### config.mk
export PLATFORM = sky130hd
export DESIGN_NAME = fetch_unit
export DESIGN_NICKNAME = d
export VERILOG_FILES = /design/src/rtl/riscv_pkg.sv /design/src/rtl/fetch_fifo.sv /design/src/rtl/fetch_unit.sv
export SDC_FILE = /design/constraint.sdc
export NUM_CORES = 1
export LEC_CHECK = 0
export ABC_CLOCK_PERIOD_IN_PS = 8600
export BUFFER_PORTS_ARGS = -buffer_cell sky130_fd_sc_hd__buf_2
export CAP_MARGIN = 5
export CORE_UTILIZATION = 45
export CTS_BUF_LIST = sky130_fd_sc_hd__clkbuf_8 sky130_fd_sc_hd__clkbuf_16
export DETAILED_ROUTE_END_ITERATION = 6
export GPL_TIMING_DRIVEN = 0
export PLACE_DENSITY = 0.67
export SYNTH_ARGS = -nofsm -noshare
export SYNTH_HDL_FRONTEND = slang
export SYNTH_SLANG_ARGS = --single-unit
### constraint.sdc
create_clock -name clk -period 8.6 [get_ports clk]
set_input_delay 0.86 -clock clk [delete_from_list [all_inputs] [get_ports clk]]
set_output_delay 0.86 -clock clk [all_outputs]
set_load 0.03 [all_outputs]
### src/rtl/riscv_pkg.sv
// Types and constants shared by the instruction-fetch path.
package riscv_pkg;

    localparam int          XLEN     = 32;
    localparam logic [31:0] NOP_INST = 32'h0000_0013;

    typedef enum logic {
        BOOT = 1'b0,
        RUN  = 1'b1
    } fetch_state_t;

    typedef struct packed {
        logic [XLEN-1:0] inst;
        logic [XLEN-1:0] pc;
    } fetch_entry_t;

endpackage

### src/rtl/fetch_fifo.sv
// Small prefetch FIFO of fetched {instruction, pc} entries with push/pop/flush.
module fetch_fifo
    import riscv_pkg::*;
#(
    parameter int DEPTH = 2
) (
    input  logic                     clk,
    input  logic                     rst,
    input  logic                     flush,
    input  logic                     push,
    input  fetch_entry_t             push_data,
    input  logic                     pop,
    output fetch_entry_t             head,
    output logic [$clog2(DEPTH):0]   count,
    output logic                     empty
);

    localparam int PW = $clog2(DEPTH);

    fetch_entry_t   mem_reg [DEPTH];
    logic [PW-1:0]  wr_ptr_reg;
    logic [PW-1:0]  rd_ptr_reg;
    logic [PW:0]    count_reg;
    logic           full;
    logic           push_ok;
    logic           pop_ok;

    assign empty   = (count_reg == '0);
    assign full    = (count_reg == (PW+1)'(DEPTH));
    assign push_ok = push & ~full & ~flush;
    assign pop_ok  = pop & ~empty & ~flush;
    assign count   = count_reg;
    assign head    = mem_reg[rd_ptr_reg];

    // Storage carries no reset: an entry is only visible once count covers it.
    generate
        for (genvar gi = 0; gi < DEPTH; gi++) begin : g_entry
            always_ff @(posedge clk) begin
                if (push_ok && (wr_ptr_reg == PW'(gi))) begin
                    mem_reg[gi] <= push_data;
                end
            end
        end
    endgenerate

    always_ff @(posedge clk or posedge rst) begin
        if (rst) begin
            wr_ptr_reg <= '0;
            rd_ptr_reg <= '0;
            count_reg  <= '0;
        end else if (flush) begin
            wr_ptr_reg <= '0;
            rd_ptr_reg <= '0;
            count_reg  <= '0;
        end else begin
            if (push_ok) begin
                wr_ptr_reg <= wr_ptr_reg + PW'(1);
            end
            if (pop_ok) begin
                rd_ptr_reg <= rd_ptr_reg + PW'(1);
            end
            if (push_ok && !pop_ok) begin
                count_reg <= count_reg + (PW+1)'(1);
            end else if (pop_ok && !push_ok) begin
                count_reg <= count_reg - (PW+1)'(1);
            end
        end
    end

    // Upstream credit accounting must keep these from ever happening.
    assert property (@(posedge clk) disable iff (rst) !(push && full && !flush));
    assert property (@(posedge clk) disable iff (rst) !(pop && empty && !flush));

endmodule

### src/rtl/fetch_unit.sv
// Instruction-fetch stage: PC, credit-based memory requests, prefetch FIFO, redirect flush.
module fetch_unit
    import riscv_pkg::*;
#(
    parameter logic [31:0] RESET_PC = 32'h0000_0000,
    parameter int          DEPTH    = 2
) (
    input  logic        clk,
    input  logic        rst,
    output logic        imem_req_o,
    output logic [31:0] imem_addr_o,
    input  logic [31:0] imem_rdata_i,
    input  logic        redirect_i,
    input  logic [31:0] redirect_pc_i,
    output logic        valid_o,
    input  logic        ready_i,
    output logic [31:0] inst_o,
    output logic [31:0] pc_o,
    output logic [31:0] pc_4_o
);

    localparam int PW = $clog2(DEPTH);

    fetch_state_t  state_reg;
    logic [31:0]   fetch_pc_reg;
    logic          inflight_reg;
    logic [31:0]   inflight_pc_reg;

    logic          run;
    logic          flush;
    logic [31:0]   target;
    logic          pop;
    logic          push;
    logic [PW+1:0] used;
    logic          credit;
    logic [PW:0]   count;
    logic          empty;
    fetch_entry_t  head;
    fetch_entry_t  push_data;
    logic          unused_bits;

    assign unused_bits = ^redirect_pc_i[1:0];

    assign run    = (state_reg == RUN);
    assign flush  = run & redirect_i;
    assign target = {redirect_pc_i[31:2], 2'b00};

    assign valid_o = ~empty & ~flush;
    assign pop     = valid_o & ready_i;

    // Entries buffered plus the one in flight, less the one leaving this cycle.
    assign used   = {1'b0, count} + (PW+2)'(inflight_reg) - (PW+2)'(pop);
    assign credit = (used < (PW+2)'(DEPTH));

    assign imem_req_o  = run & (redirect_i | credit);
    assign imem_addr_o = flush ? target : fetch_pc_reg;

    assign push           = inflight_reg & ~flush;
    assign push_data.inst = imem_rdata_i;
    assign push_data.pc   = inflight_pc_reg;

    assign inst_o = valid_o ? head.inst : NOP_INST;
    assign pc_o   = valid_o ? head.pc : 32'h0;
    assign pc_4_o = valid_o ? head.pc + 32'd4 : 32'h0;

    always_ff @(posedge clk or posedge rst) begin
        if (rst) begin
            state_reg       <= BOOT;
            fetch_pc_reg    <= RESET_PC;
            inflight_reg    <= 1'b0;
            inflight_pc_reg <= '0;
        end else begin
            case (state_reg)
                BOOT: begin
                    state_reg    <= RUN;
                    inflight_reg <= 1'b0;
                    if (redirect_i) begin
                        fetch_pc_reg <= target;
                    end
                end
                default: begin
                    inflight_reg <= imem_req_o;
                    if (imem_req_o) begin
                        fetch_pc_reg    <= imem_addr_o + 32'd4;
                        inflight_pc_reg <= imem_addr_o;
                    end
                end
            endcase
        end
    end

    fetch_fifo #(
        .DEPTH (DEPTH)
    ) u_fifo (
        .clk       (clk),
        .rst       (rst),
        .flush     (flush),
        .push      (push),
        .push_data (push_data),
        .pop       (pop),
        .head      (head),
        .count     (count),
        .empty     (empty)
    );

endmodule
==> results.sh, run 1 <==
export IMPL_portBuffers=194
export IMPL_holdBufCountCts=0
export IMPL_internal_power_mw=2.49
export IMPL_wl_per_cell_um=20.9
export IMPL_worstPathArrival_ps=5930
export IMPL_final_common_cell="buf_2"
export IMPL_h_tree_depth=4
export IMPL_fmax_mhz=147
export IMPL_drive_gt1_share_pct=25.2
export IMPL_clk_latency_ps=440
export IMPL_setup_violations_final=0
export IMPL_place_area_um2=12300
export IMPL_syn_area_per_cell_um2=10.5
export IMPL_skew_ps=18.6
export IMPL_p_per_area_nw_per_um2=359
export IMPL_r2r_slack_ps=2860
export IMPL_drv_slew=0
export IMPL_multi_input_area_um2=4760
export IMPL_grt_pass1_wl_um=50200
export IMPL_netlist_area_um2=10800
export IMPL_drc=0
export IMPL_synthCells=1030
export IMPL_cp_required_ps=7740
export IMPL_die_y_um=157
export IMPL_layout_min_cycle_time_ps=6790
export IMPL_worstSetupEndpointType="output pin"
export IMPL_grt_usage_pct=27.3
export IMPL_area_delta_synth_final_pct=19.8
export IMPL_slew_headroom_pct=28.8
export IMPL_grt_pass1_vias=8845
export IMPL_setup_ws_ps=1810
export IMPL_cts_buffer_depth=2
export IMPL_synth_ff_type="edfxtp_1"
export IMPL_wl_um=33100
export IMPL_critPathMaxStageDelay_ps=560
export IMPL_outcome="complete, no violations"
export IMPL_coreArea_um2=23500
export IMPL_vias_per_cell=5.77
export IMPL_place_congestion=0.971
export IMPL_ant_nets=0
export IMPL_pwr_share_comb_pct=48.1
export IMPL_switchingPower_mw=2.15
export IMPL_ys_seq_area_share_pct=51.9
export IMPL_seqPwrFrac_pct=34.6
export IMPL_drt_iter0_markers=869
export IMPL_leakagePower_nw=5.24
export IMPL_largest_reg_flops=128
export IMPL_post_cts_buffers=0
export IMPL_critPathLaunchType="flop"
export IMPL_crit_start="run$_DFF_PP0_"
export IMPL_total_power_mw=4.64
export IMPL_power_share_switching_pct=46.3
export IMPL_placementRows=56
export IMPL_vias=9163
export IMPL_synth_edf_count=128
export IMPL_cts_buffers=17
export IMPL_yosys_warnings=0
export IMPL_tritoncts="built"
export IMPL_worst_pin_slew_ps=1060
export IMPL_die_w_um=157
export IMPL_r2r_start="run$_DFF_PP0_"
export IMPL_synth_fp_nets=1102
export IMPL_crit_chain="nand2_1 -> buf_1 -> o21ai_1 -> clkinv_1 -> nand2_1 -> inv_1 -> ha_1 -> nor2b_1 -> fa_1 -> and2b_1 -> and2_1 -> nor2_1 -> inv_2 -> buf_1 -> clkbuf_1 -> buf_2"
export IMPL_synth_distinct_cells=89
export IMPL_finalHoldViolations=0
export IMPL_dp_hpwl_um=24800
export IMPL_start_util_pct=45.9
export IMPL_final_cell_mix="buf_2, nor2_1, edfxtp_1, nand2_1, mux2i_1"
export IMPL_drtPass1Iterations=5
export IMPL_pre_cts_slack_ps=1810
export IMPL_grt_max_degree=53
export IMPL_gr_total_overflow=0
export IMPL_n_antenna_cell=0
export IMPL_drv_cap=0
export IMPL_async_flop_share_pct=35.4
export IMPL_n_fill_cell=2089
export IMPL_fin_util_pct=55.0
export IMPL_timing_hold_ws_ps=380
export IMPL_hold_path_class="input port to async pin"
export IMPL_regArea_um2=5600
export IMPL_cp_slowest_cell="clkinv_1"
export IMPL_clock_sinks=198
export IMPL_synth_seq_cells=198
export IMPL_post_route_cell_area_um2=12900
export IMPL_io_pin_count=198
export IMPL_ctsResizeCount=0
export IMPL_nNetsFinal=1328
export IMPL_antenna_found_initial=1
export IMPL_worstSetupPathType="flop to output pin"
export IMPL_dieArea_um2=24600
export IMPL_vdd_ir_drop_max_mv=0.162
export IMPL_clkTransAtPathRegs_ps=80
export IMPL_cp_max_fo=11
export IMPL_clkPwrFrac_pct=17.3
export IMPL_period_share_pct=79.0
export IMPL_cts_root_buffer="clkbuf_16"
export IMPL_rsz0062_at_grt="false"
## Yosys cell counts, drive strengths merged (4+ instances only)
master	n	area, um2
a311oi	4	35.0
o21a	4	30.0
a211oi	14	105
mux2i	81	811
clkbuf	30	114
mux2	26	297
o311a	4	40.0
buf	36	205
o21ai	44	261
nor2	134	503
nor4	14	93.8
xnor2	10	87.6
a21oi	40	200
nand3b	13	97.6
o31ai	7	52.6
a31oi	12	75.1
nand2b	5	31.3
o31a	4	35.0
nand4	29	203
inv	28	105
o41ai	5	51.3
and3	10	62.6
edfxtp	128	3840
and2	12	77.6
a211o	6	52.6
or4	6	48.8
a21o	4	30.0
nor3	25	130
o32ai	4	35.0
xor2	16	140
nand2	106	400
dfrtp	70	1750
nor2b	11	68.8
o211ai	5	37.5
nand3	25	135
a32oi	4	35.0
## power groups by stage
stage / combinational (mW) / clock (mW) / sequential (mW)
global route: 2.40 / 0.855 / 1.64
finish: 2.23 / 0.805 / 1.61
floorplan: 1.55 / 0 / 1.58
global placement: 2.14 / 0 / 1.65
detailed placement: 2.22 / 0 / 1.62
CTS: 2.23 / 0.819 / 1.60
## through the flow
stage / std cells / TNS (ps)
3_5_place_dp: 1556 / 0
2_1_floorplan: 1030 / 0
4_1_cts: 1587 / 0
6_report: 1587 / 0
5_1_grt: 1587 / 0
3_3_place_gp: 1543 / -149820
## logic make-up after synthesis
family | synth area share [%]
other | 0.0348
muxes | 10.3
adders and majority gates | 0.534
buffers and inverters | 4.00
xor gates and xnor gates | 2.11
AOI/OAI and AO/OA | 12.5
DFF | 51.9
and+or+nand+nor | 18.7
## path summary, 6_finish.rpt
| kind | endpoint | cells after the start |
|---|---|---|
| worst max-delay path | imem_req_o | 16 |
| worst min-delay path | fetch_pc_reg[11]$_DFFE_PP0P_ | 2 |
| worst max register to register | fetch_pc_reg[4]$_DFFE_PP0P_ | 16 |
| worst min register to register | u_fifo.mem_reg[0][16]$_DFFE_PP_ | 0 |
| max in group asynchronous | inflight_pc_reg[25]$_DFFE_PP0P_ | 3 |
| min in group clk | u_fifo.mem_reg[0][16]$_DFFE_PP_ | 0 |
## worst max-delay path, delay by kind of cell (launching register included)
kind                     cells  cell delay, ps
AND/OR/NAND/NOR              6            1210
adder cells (fa/ha/maj)      2             740
buffers and inverters        7            2500
AO/OA/AOI/OAI                1             520
flip-flops                   1             500
## metal layers
metal / track usage, % / up-vias / share of wire [%]
met5: 0 / - / 0.063
met4: 10.2 / 4 / 2.8
met3: 5.01 / 78 / 8.2
met2: 45.4 / 410 / 47
met1: 35.4 / 4410 / 42
li1: - / 4261 / -
## cell type report
type,count,area share [%]
Sequential cell,198,43.3
Multi-Input combinational cell,736,36.9
Timing Repair Buffer,207,8.80
Buffer,66,2.47
Inverter,30,0.891
Clock buffer,17,3.29
Tap cell,319,3.09
Clock inverter,14,1.28
Power figures use the tool's default switching activity.
==> run 2: changes to the inputs <==
- ABC_CLOCK_PERIOD_IN_PS: 8600 -> 5700
- PLACE_DENSITY: 0.67 -> 0.69
- clock period: 8.6 -> 5.7 ns (I/O delays scaled with it)
==> results.sh, run 2 (synthesis results as in run 1) <==
export IMPL_vias_per_cell=5.78
export IMPL_worstSetupEndpointType="output pin"
export IMPL_gr_total_overflow=0
export IMPL_cts_buffers=17
export IMPL_antenna_found_initial=1
export IMPL_ant_nets=0
export IMPL_worst_pin_slew_ps=941
export IMPL_rsz0062_at_grt="false"
export IMPL_drtPass1Iterations=6
export IMPL_skew_ps=13.6
export IMPL_cp_top_family="buffers and inverters"
export IMPL_leakagePower_nw=5.25
export IMPL_drive_gt1_share_pct=25.2
export IMPL_grt_pass1_wl_um=50500
export IMPL_h_tree_depth=4
export IMPL_pre_cts_slack_ps=-473
export IMPL_vias=9153
export IMPL_die_y_um=157
export IMPL_holdBufCountCts=0
export IMPL_dieArea_um2=24600
export IMPL_tritoncts="built"
export IMPL_post_cts_buffers=0
export IMPL_setup_violations_final=0
export IMPL_final_cell_mix="buf_2, nor2_1, edfxtp_1, nand2_1, mux2i_1"
export IMPL_largest_reg_flops=128
export IMPL_p_per_area_nw_per_um2=542
export IMPL_wl_um=33300
export IMPL_setup_tns_ps=0
export IMPL_critPathMaxStageDelay_ps=520
export IMPL_io_pin_count=198
export IMPL_crit_chain="nand2_1 -> buf_2 -> o21ai_2 -> clkinv_2 -> nand2_1 -> inv_1 -> ha_1 -> nor2b_1 -> fa_1 -> and2b_1 -> and2_1 -> nor2_1 -> inv_2 -> clkbuf_2 -> buf_2"
export IMPL_crit_cells=15
export IMPL_cp_max_fo=19
export IMPL_outcome="complete, no violations"
export IMPL_grt_pass1_vias=8864
export IMPL_placementRows=56
export IMPL_grt_max_degree=64
export IMPL_period_share_pct=93.4
export IMPL_hold_path_class="input port to async pin"
export IMPL_clk_latency_ps=440
export IMPL_critPathLaunchType="flop"
export IMPL_cp_slowest_cell="fa_1"
export IMPL_rr_worst_depth=15
export IMPL_setup_ws_ps=377
export IMPL_cts_buffer_depth=2
export IMPL_die_w_um=157
export IMPL_slew_headroom_pct=36.9
export IMPL_start_util_pct=45.9
export IMPL_grt_usage_pct=27.6
export IMPL_area_delta_synth_final_pct=20.2
export IMPL_clkTransAtPathRegs_ps=80
export IMPL_layout_min_cycle_time_ps=5320
export IMPL_worstSetupPathType="flop to output pin"
export IMPL_dp_hpwl_um=24800
export IMPL_cts_root_buffer="clkbuf_16"
export IMPL_cp_required_ps=5130
export IMPL_vdd_ir_drop_max_mv=0.257
export IMPL_coreArea_um2=23500
export IMPL_place_congestion=0.998
export IMPL_wl_per_cell_um=21.0
export IMPL_worstPathArrival_ps=4750
export IMPL_drv_slew=0
export IMPL_portBuffers=194
export IMPL_drv_cap=0
export IMPL_finalHoldViolations=0
export IMPL_total_power_mw=7.03
export IMPL_fmax_mhz=188
export IMPL_drt_iter0_markers=828
export IMPL_path_buf_inv=6
export IMPL_drc=0
export IMPL_nNetsFinal=1323
export IMPL_clock_sinks=198
export IMPL_final_common_cell="buf_2"
## run 2: worst paths after layout
path                                           startpoint                               to  slack, ps
setup / recovery                            run$_DFF_PP0_                       imem_req_o        380
hold / removal                                        rst   inflight_pc_reg[4]$_DFFE_PP0P_         20
setup reg to reg                            run$_DFF_PP0_     fetch_pc_reg[11]$_DFFE_PP0P_        620
hold reg to reg            inflight_pc_reg[8]$_DFFE_PP0P_   u_fifo.mem_reg[0][8]$_DFFE_PP_        460
max in group asynchronous                             rst     fetch_pc_reg[31]$_DFFE_PP0P_       5140
min in group clk                         imem_rdata_i[28]  u_fifo.mem_reg[0][60]$_DFFE_PP_        310
## run 2: stage by stage
stage               cell area, um2  util [%]  hold slack [ps]  cells
floorplan                    10800         -              438   1030
global placement             12200      51.8              448   1543
detailed placement           12300      52.6              457   1552
CTS                          13000      55.2             11.2   1584
global route                 13000      55.2             16.1   1583
finish                       13000      55.2             21.1   1584
## run 2: report_power, final
part	internal, mW	switching [mW]
combinational	1.07	2.33
clock	0.598	0.613
sequential	2.11	0.315
## run 2: cell type report
type	count	area, um2
Inverter	30	116
Tap cell	319	399
Sequential cell	198	5600
Clock buffer	17	425
Multi-Input combinational cell	736	4780
Buffer	65	318
Timing Repair Buffer	203	1140
Antenna cell	1	2.50
Fill cell	2095	10500
Clock inverter	15	176
## run 2: per-layer routing
metal	global-route usage [%]	vias to the layer above	routed length, um
li1	-	4256	-
met1	35.8	4340	13900
met2	44.3	476	15200
met3	6.18	81	3030
met4	11.6	0	1150
met5	0	-	0
## run 2: what timing repair did
item,CTS,global route
pin swaps,0,0
resized for setup,4,0
endpoints found under the setup margin,2,1
gates cloned,0,0
==> run 3: changes to the inputs <==
- CORE_UTILIZATION: 45 -> 51
- PLACE_DENSITY: 0.69 -> 0.77
- RECOVER_POWER: not set -> 50
- TNS_END_PERCENT: not set -> 20
==> results.sh, run 3 (synthesis results as in run 1) <==
export IMPL_drtPass1Iterations=5
export IMPL_skew_ps=13.9
export IMPL_nNetsFinal=1324
export IMPL_dieArea_um2=21700
export IMPL_clk_latency_ps=450
export IMPL_cp_top_family="buffers and inverters"
export IMPL_cts_buffers=17
export IMPL_portBuffers=194
export IMPL_leakagePower_nw=5.12
export IMPL_worstSetupEndpointType="output pin"
export IMPL_fin_util_pct=62.1
export IMPL_outcome="complete, but fails checks"
export IMPL_cp_required_ps=5130
export IMPL_crit_chain="nand2_1 -> buf_2 -> o21ai_2 -> clkinv_2 -> nand2_1 -> inv_1 -> ha_1 -> nor2b_1 -> fa_1 -> and2b_1 -> and2_1 -> nor2_1 -> inv_2 -> clkbuf_1 -> buf_2"
export IMPL_vias=9365
export IMPL_tritoncts="built"
export IMPL_holdBufCountCts=0
export IMPL_antenna_found_initial=1
export IMPL_post_cts_buffers=0
export IMPL_placementRows=52
export IMPL_worst_pin_slew_ps=3170
export IMPL_drv_cap=2
export IMPL_gr_max_usage_layer="met2"
export IMPL_coreArea_um2=20500
export IMPL_clkTransAtPathRegs_ps=80
export IMPL_grt_pass1_vias=8931
export IMPL_setup_ws_ps=302
export IMPL_clock_sinks=198
export IMPL_cts_root_buffer="clkbuf_16"
export IMPL_place_area_um2=12300
export IMPL_fin_cells=1536
export IMPL_h_tree_depth=4
export IMPL_die_y_um=147
export IMPL_drc=0
export IMPL_cp_max_fo=19
export IMPL_vias_per_cell=6.10
export IMPL_grt_usage_pct=30.9
export IMPL_drive_gt1_share_pct=22.6
export IMPL_largest_reg_flops=128
export IMPL_drt_iter0_markers=883
export IMPL_worstPathArrival_ps=4830
export IMPL_place_congestion=0.977
export IMPL_post_route_cell_area_um2=12700
export IMPL_violations="capacitance limit, slew limit"
export IMPL_worstSetupPathType="flop to output pin"
export IMPL_n_fill_cell=1710
export IMPL_layout_min_cycle_time_ps=5400
export IMPL_gr_total_overflow=0
export IMPL_slew_headroom_pct=-111
export IMPL_setup_violations_final=0
export IMPL_drv_slew=69
export IMPL_start_util_pct=52.6
export IMPL_critPathMaxStageDelay_ps=510
export IMPL_multi_input_area_um2=4750
export IMPL_final_cell_mix="buf_2, nor2_1, edfxtp_1, nand2_1, mux2i_1"
export IMPL_rsz0062_at_grt="false"
export IMPL_grt_max_degree=59
export IMPL_met3_usage_pct=5.96
export IMPL_wl_um=33200
export IMPL_hold_path_class="input port to async pin"
export IMPL_grt_pass1_wl_um=50600
export IMPL_die_w_um=147
export IMPL_final_common_cell="buf_2"
export IMPL_wl_per_cell_um=21.6
export IMPL_period_share_pct=94.7
export IMPL_vdd_ir_drop_max_mv=0.257
export IMPL_total_power_mw=6.99
export IMPL_path_buf_inv=6
export IMPL_cp_slowest_cell="dfrtp_1"
export IMPL_io_pin_count=198
export IMPL_critPathLaunchType="flop"
export IMPL_dp_hpwl_um=24700
export IMPL_placed_cells=1504
export IMPL_p_per_area_nw_per_um2=549
export IMPL_area_delta_synth_final_pct=18.1
export IMPL_ant_nets=0
export IMPL_pre_cts_slack_ps=-490
export IMPL_cts_buffer_depth=2
export IMPL_fmax_mhz=185
export IMPL_grt_met2_usage_pct=50.6
export IMPL_finalHoldViolations=0
export IMPL_ctsResizeCount=3
export IMPL_grtUsageMet1_pct=40.3
export IMPL_regArea_um2=5600
run 3: cell types whose count changed in the layout (fill, tap and decap cells not counted), moves of 2 or more:
cell      before  now
clkbuf_1      28   59
buf_2        209  188
buf_8          6    2
buf_16         3    0
and2_0         0    2
buf_1         11    9
mux2_1         0    2
mux2_2        25   23
run 3: path summary, 6_finish.rpt:
kind | slack, ps | end | cells past startpoint | start
max | 300 | imem_req_o | 15 | run$_DFF_PP0_
min | 160 | fetch_pc_reg[14]$_DFFE_PP0P_ | 2 | rst
max reg2reg | 460 | u_fifo.mem_reg[1][26]$_DFFE_PP_ | 8 | run$_DFF_PP0_
min reg2reg | 460 | u_fifo.mem_reg[1][8]$_DFFE_PP_ | 0 | inflight_pc_reg[8]$_DFFE_PP0P_
max in group asynchronous | 2170 | inflight_pc_reg[29]$_DFFE_PP0P_ | 3 | rst
min in group clk | 310 | u_fifo.mem_reg[0][33]$_DFFE_PP_ | 1 | imem_rdata_i[1]
run 3: layout make-up:
| type | count | area share (%) |
|---|---|---|
| clock buffers | 17 | 3.34 |
| inverters | 30 | 0.904 |
| diodes | 1 | 0.0197 |
| flip-flops and latches | 198 | 44.0 |
| well taps | 270 | 2.65 |
| plain buffers | 65 | 2.29 |
| clock inverters | 15 | 1.35 |
| multi-input cells | 736 | 37.3 |
| repair buffers | 204 | 8.15 |
run 3: worst reg2reg max path: stages, from the launching register on:
cell and delay [ps]:
dfrtp_1 490, and2_0 180, clkbuf_1 260, clkbuf_1 380, clkbuf_1 340, clkbuf_1 380
clkbuf_1 380, nor3b_1 1590, clkbuf_1 850
run 3: metal layers:
layer / part of all wire [%] / up-vias / wire length, um
li1: - / 4257 / -
met1: 41 / 4537 / 13500
met2: 47 / 505 / 15700
met5: 0 / - / 0
met3: 8.9 / 66 / 2950
met4: 3.2 / 0 / 1060
run 3: power by group:
group	internal [mW]	leakage, nW	switching, mW	total, mW
clock network	0.597	0.295	0.620	1.22
logic	1.02	2.81	2.33	3.34
registers	2.11	2.01	0.319	2.43
total	3.73	5.12	3.26	6.99
run 3: stage by stage:
step                      setup TNS, ps  hold WS (ps)
after floorplan                  -58430           438
after global placement          -261370           447
after detailed placement           -650           454
after CTS                             0          35.6
after global routing                  0           216
final                                 0           159
